File: src/rtl/stall_ctrl_pkg.sv
// Shared definitions for the pipeline stall controller and the hazard unit:
// FSM state encodings and the default branch-wait watchdog limit.
package stall_ctrl_pkg;

  typedef enum logic {
    ST_RUN     = 1'b0,
    ST_BR_WAIT = 1'b1
  } ctrl_state_e;

  localparam int DEF_MAX_WAIT = 8;

endpackage

File: src/rtl/stall_ctrl_sat_counter.sv
// Saturating up-counter with synchronous clear; clear wins over enable.
module stall_ctrl_sat_counter #(
  parameter int W = 32
) (
  input  logic         clk,
  input  logic         clr,
  input  logic         en,
  output logic [W-1:0] cnt
);

  always_ff @(posedge clk) begin
    if (clr) begin
      cnt <= '0;
    end else if (en && (cnt != {W{1'b1}})) begin
      cnt <= cnt + 1'b1;
    end
  end

endmodule

File: src/rtl/stall_ctrl.sv
// Pipeline stall controller: drives PC / IF/ID / ID/EX enables and flushes.
// Define STALL_CTRL_PERF_EN to add saturating load/branch stall counters.
module stall_ctrl
  import stall_ctrl_pkg::*;
#(
  parameter int MAX_WAIT = DEF_MAX_WAIT
`ifdef STALL_CTRL_PERF_EN
  , parameter int CNT_W  = 32
`endif
) (
  input  logic        clk,
  input  logic        rst,
  input  logic        load_stall,
  input  logic        branch_stall,
  input  logic        branch_resolved,
  input  logic        ext_stall,
  output logic        pc_write_en,
  output logic        if_id_write_en,
  output logic        if_id_flush,
  output logic        id_ex_write_en,
  output logic        id_ex_flush,
  output logic        br_timeout,
  output ctrl_state_e dbg_state
`ifdef STALL_CTRL_PERF_EN
  , output logic [CNT_W-1:0] load_stall_cnt
  , output logic [CNT_W-1:0] branch_stall_cnt
`endif
);

  localparam int WAIT_W = $clog2(MAX_WAIT + 1);
  localparam logic [WAIT_W-1:0] WAIT_LAST = WAIT_W'(MAX_WAIT - 1);

  ctrl_state_e       state;
  logic [WAIT_W-1:0] wait_cnt;
  logic              wait_last;

  assign wait_last = (wait_cnt == WAIT_LAST);
  assign dbg_state = state;

  // Enables/flushes are combinational so the pipeline registers react in the same cycle.
  always_comb begin
    pc_write_en    = 1'b0;
    if_id_write_en = 1'b0;
    if_id_flush    = 1'b0;
    id_ex_write_en = 1'b0;
    id_ex_flush    = 1'b0;
    if (rst) begin
      if_id_flush = 1'b1;
      id_ex_flush = 1'b1;
    end else if (!ext_stall) begin
      case (state)
        ST_RUN: begin
          if (load_stall) begin
            id_ex_write_en = 1'b1;
            id_ex_flush    = 1'b1;
          end else if (branch_stall) begin
            if_id_write_en = 1'b1;
            if_id_flush    = 1'b1;
            id_ex_write_en = 1'b1;
          end else begin
            pc_write_en    = 1'b1;
            if_id_write_en = 1'b1;
            id_ex_write_en = 1'b1;
          end
        end
        ST_BR_WAIT: begin
          // A watchdog expiry releases the PC exactly like a resolve.
          pc_write_en    = branch_resolved | wait_last;
          if_id_write_en = 1'b1;
          if_id_flush    = 1'b1;
          id_ex_write_en = 1'b1;
        end
        default: ;
      endcase
    end
  end

  always_ff @(posedge clk) begin
    if (rst) begin
      state      <= ST_RUN;
      wait_cnt   <= '0;
      br_timeout <= 1'b0;
    end else if (!ext_stall) begin
      case (state)
        ST_RUN: begin
          if (!load_stall && branch_stall) begin
            state    <= ST_BR_WAIT;
            wait_cnt <= '0;
          end
        end
        ST_BR_WAIT: begin
          if (branch_resolved) begin
            state    <= ST_RUN;
            wait_cnt <= '0;
          end else if (wait_last) begin
            state      <= ST_RUN;
            wait_cnt   <= '0;
            br_timeout <= 1'b1;
          end else begin
            wait_cnt <= wait_cnt + 1'b1;
          end
        end
        default: state <= ST_RUN;
      endcase
    end
  end

`ifdef STALL_CTRL_PERF_EN
  stall_ctrl_sat_counter #(.W(CNT_W)) u_load_cnt (
    .clk (clk),
    .clr (rst),
    .en  (!ext_stall && (state == ST_RUN) && load_stall),
    .cnt (load_stall_cnt)
  );

  stall_ctrl_sat_counter #(.W(CNT_W)) u_branch_cnt (
    .clk (clk),
    .clr (rst),
    .en  (!ext_stall && (state == ST_BR_WAIT)),
    .cnt (branch_stall_cnt)
  );
`endif

endmodule

File: config.mk
export PLATFORM = sky130hd
export DESIGN_NAME = stall_ctrl
export DESIGN_NICKNAME = d
export VERILOG_FILES = /design/src/rtl/stall_ctrl_pkg.sv /design/src/rtl/stall_ctrl_sat_counter.sv /design/src/rtl/stall_ctrl.sv
export SDC_FILE = /design/constraint.sdc
export NUM_CORES = 1
export LEC_CHECK = 0
export ABC_AREA = 1
export BUFFER_PORTS_ARGS = -buffer_cell sky130_fd_sc_hd__buf_2
export CAP_MARGIN = 10
export CORE_AREA = 2 2 39 41
export DETAILED_ROUTE_END_ITERATION = 10
export DIE_AREA = 0 0 41 43
export GPL_TIMING_DRIVEN = 0
export SETUP_SLACK_MARGIN = 0.02
export SYNTH_ARGS = -nofsm -noshare
export SYNTH_HDL_FRONTEND = slang
export SYNTH_SLANG_ARGS = --single-unit
File: constraint.sdc
create_clock -name clk -period 3.4 [get_ports clk]
set_input_delay 0.68 -clock clk [delete_from_list [all_inputs] [get_ports clk]]
set_output_delay 0.68 -clock clk [all_outputs]
set_load 0.1 [all_outputs]
==> impl_results.html <==
<table>
<tr><th>Metric</th><th>Value</th></tr>
<tr><th colspan="2">Routing</th></tr>
<tr><td>Detailed-routing iteration count for the pre-antenna-repair pass</td><td>3</td></tr>
<tr><td>Routed Wire Length</td><td>~830 µm</td></tr>
<tr><td>Antenna viol nets, final</td><td>0</td></tr>
<tr><td>Max Used Layer</td><td>met3</td></tr>
<tr><td>Routed met1 length</td><td>361 µm</td></tr>
<tr><td>Total length of routed met3 wires</td><td>about 37 µm</td></tr>
<tr><td>Starting DRC count in detailed routing</td><td>8</td></tr>
<tr><td>DR WL met2</td><td>about 430 µm</td></tr>
<tr><td>Routed length per instance</td><td>about 8.7 µm</td></tr>
<tr><td>Residual DRC count</td><td>0</td></tr>
<tr><td>Via count</td><td>422</td></tr>
<tr><td>Average vias per placed instance</td><td>about 4.4</td></tr>
<tr><th colspan="2">Timing</th></tr>
<tr><td>Final setup viols</td><td>0</td></tr>
<tr><td>Max-slew headroom</td><td>between 60% and 70%</td></tr>
<tr><td>Sum of negative setup slack</td><td>0 ps</td></tr>
<tr><td>Count of pins over their slew limit</td><td>0</td></tr>
<tr><td>Setup repair after global routing missed its margin</td><td>no</td></tr>
<tr><td>Transition time of the tightest slew-check pin</td><td>approximately 500 ps</td></tr>
<tr><td>Tightest hold margin</td><td>482 ps</td></tr>
<tr><td>Achievable Freq</td><td>about 0.41 GHz</td></tr>
<tr><td>Post-route fraction of the period consumed by the critical path</td><td>just over 70%</td></tr>
<tr><td>Final count of hold timing violations</td><td>0</td></tr>
<tr><td>Minimum period implied by the final worst setup slack</td><td>2450 ps</td></tr>
<tr><td>Post-route clock skew</td><td>approximately 12 ps</td></tr>
<tr><td>Worst Setup Slack, final</td><td>948 ps</td></tr>
<tr><th colspan="2">Outcome</th></tr>
<tr><td>Status</td><td>complete, no violations</td></tr>
<tr><th colspan="2">Yosys</th></tr>
<tr><td>Flops &amp; latches, synth</td><td>6</td></tr>
<tr><td>Synthesized netlist net count</td><td>roughly 70</td></tr>
<tr><td>Cell count after synthesis</td><td>64</td></tr>
<tr><td>Avg Inst Size Synth</td><td>6.02 µm²</td></tr>
<tr><td>Post-Syn Area</td><td>approximately 390 µm²</td></tr>
<tr><td>Part of the Yosys area used for sequential elements</td><td>a little under a third</td></tr>
<tr><td>Number of different library cells in the post-synthesis netlist</td><td>14</td></tr>
<tr><td>Yosys Warn Count</td><td>0</td></tr>
<tr><th colspan="2">Power</th></tr>
<tr><td>Cell Pwr Density</td><td>between 300 and 400 nW/µm²</td></tr>
<tr><td>Worst supply voltage drop on vdd</td><td>~0.00012 V</td></tr>
<tr><td>Leak Pwr</td><td>~0.28 nW</td></tr>
<tr><th colspan="2">Placed design</th></tr>
<tr><td>DPL Wire Length</td><td>694 µm</td></tr>
<tr><td>Post-Place Cell Area</td><td>around 480 µm²</td></tr>
<tr><td>Minimum setup slack after placement</td><td>around 1000 ps</td></tr>
<tr><td>Placed insts</td><td>between 90 and 100</td></tr>
<tr><td>GPL Wtd Cong</td><td>about 0.76</td></tr>
<tr><td>Number of port buffers</td><td>12</td></tr>
<tr><th colspan="2">Die</th></tr>
<tr><td>Die outline width</td><td>41 µm</td></tr>
<tr><td>Floorplan Core Area</td><td>between 1000 and 1500 µm²</td></tr>
<tr><td>Total I/O pin count</td><td>13</td></tr>
<tr><td>Site row count</td><td>14</td></tr>
<tr><td>DIE AREA</td><td>around 1800 µm²</td></tr>
<tr><td>Starting density of the core</td><td>27.8%</td></tr>
<tr><td>Die outline height</td><td>around 43 µm</td></tr>
<tr><th colspan="2">Setup path</th></tr>
<tr><td>Startpoint-to-endpoint class of the critical path</td><td>reg2out</td></tr>
<tr><td>Depth of the worst register-to-register path</td><td>8</td></tr>
<tr><td>Worst Path Required</td><td>between 2000 and 3000 ps</td></tr>
<tr><td>Arrival time worst endpoint</td><td>1770 ps</td></tr>
<tr><td>Endpoint type of the worst setup path</td><td>output pin</td></tr>
<tr><td>Startpoint types</td><td>flop</td></tr>
<tr><td>Crit path max fanout</td><td>3</td></tr>
<tr><th colspan="2">Finish</th></tr>
<tr><td>Commonest cells after routing, fill and taps aside</td><td>22 x nand2_1, 12 x buf_2, 10 x inv_1, 7 x nand3_1</td></tr>
<tr><td>Final design area excluding fillers</td><td>about 500 µm²</td></tr>
<tr><td>Antenna cell count</td><td>0</td></tr>
<tr><td>Proportion of layout cells with a drive suffix above 1</td><td>between 20% and 30%</td></tr>
<tr><td>Final Instance Count excl. Fillers</td><td>between 90 and 100</td></tr>
<tr><td>Final nets</td><td>88</td></tr>
<tr><td>Layout area overhead</td><td>30.2%</td></tr>
<tr><td>Leading cell type in the layout, fill and taps excluded</td><td>nand2_1</td></tr>
<tr><th colspan="2">Clock network</th></tr>
<tr><td>Hold buffer count at cts</td><td>0</td></tr>
<tr><td>Clock latency reported for the late side of the worst-skew pair</td><td>250 ps</td></tr>
<tr><td>Number of buffers added for setup after CTS</td><td>0</td></tr>
<tr><td>Post-cts gate resize count</td><td>0</td></tr>
<tr><td>CTS clk-pin slew, worst paths</td><td>50 ps</td></tr>
<tr><td>H-tree levels</td><td>1</td></tr>
<tr><td>Number of buffers on the longest clock path</td><td>2</td></tr>
<tr><td>Clk sink count</td><td>6</td></tr>
<tr><td>CTS root buffer</td><td>clkbuf_4</td></tr>
<tr><td>Number of buffers added by the clock tree synthesis step</td><td>3</td></tr>
<tr><td>TritonCTS clock tree</td><td>done</td></tr>
<tr><th colspan="2">GRT</th></tr>
<tr><td>Number of antenna violations at the first check in global routing</td><td>0</td></tr>
<tr><td>Wire length of the first global-routing pass</td><td>between 1 and 1.5 mm</td></tr>
<tr><td>Largest net degree at the start of global routing</td><td>8</td></tr>
<tr><td>Total global-route track usage</td><td>about an eighth</td></tr>
<tr><td>Via count of the first global-routing pass</td><td>about 370</td></tr>
<tr><td>Total grt overflow</td><td>0</td></tr>
<tr><th colspan="2">Worst hold path</th></tr>
<tr><td>Path type of the worst min-delay path</td><td>reg2reg</td></tr>
<tr><td>Hold depth</td><td>2</td></tr>
<tr><th colspan="2">Run</th></tr>
<tr><td>Max-cap viol count</td><td>0</td></tr>
</table>
[stage by stage]
stage / utilization [%] / power (W)
2_1_floorplan: - / 0.000121
3_3_place_gp: 34.6 / 0.000132
3_5_place_dp: 34.6 / 0.000133
4_1_cts: 36.3 / 0.000205
5_1_grt: 36.3 / 0.000213
6_report: 36.3 / 0.000200
[critical path, stage by stage (launching register included)]
cell	delay, ps
dfxtp_1	360
ha_1	180
nand2_1	70
nor2_1	150
inv_1	90
nand2_2	70
nand2_1	70
a21oi_4	100
buf_2	430
[layout make-up]
cell class	count	area, µm²
clock buffers	3	22.5
repair buffers	12	60.1
inverters	11	41.3
flip-flops and latches	6	120
multi-input cells	47	238
fillers	168	882
well taps	16	20.0
[final timing paths]
check / start / end / slack (ps)
setup / recovery: wait_cnt[0] / pc_write_en / 950
hold / removal: br_timeout / br_timeout / 480
setup reg to reg: wait_cnt[0] / wait_cnt[3] / 2240
hold reg to reg: br_timeout / br_timeout / 480
[synthesized netlist by cell type (all sizes together)]
library cell | instances | area share (%)
ha | 1 | 3.2
nor2 | 8 | 9.7
nand3 | 7 | 9.1
o21ai | 2 | 2.6
nand2 | 25 | 28
a21oi | 2 | 2.6
nand4 | 1 | 1.6
inv | 11 | 11
a31oi | 1 | 1.6
dfxtp | 6 | 31
[metal layers]
| layer | vias to the layer above | track usage, % |
|---|---|---|
| met5 | - | 0 |
| met1 | 185 | 14.6 |
| met4 | 0 | 2.00 |
| met3 | 0 | 9.42 |
| met2 | 6 | 18.1 |
| li1 | 231 | - |
[sequential cells by signal, indices dropped and copies added (netlist names)]
register / cells
dbg_state: 1
wait_cnt: 4
br_timeout: 1
[power by group]
group | leakage (nW) | total [W] | switching, W | internal, W
clock network | 0.0138 | 0.0000692 | 0.0000290 | 0.0000402
logic | 0.214 | 0.0000574 | 0.0000464 | 0.0000109
registers | 0.0486 | 0.0000735 | 0.00000152 | 0.0000719
total | 0.276 | 0.000200 | 0.0000770 | 0.000123
[cell families after synthesis]
family	synth area share, %
buffers and inverters	10.7
flip-flops	31.2
adder cells (fa/ha/maj)	3.25
AO/OA/AOI/OAI	6.82
AND/OR/NAND/NOR	48.1
(Power assumes the default switching activity.)
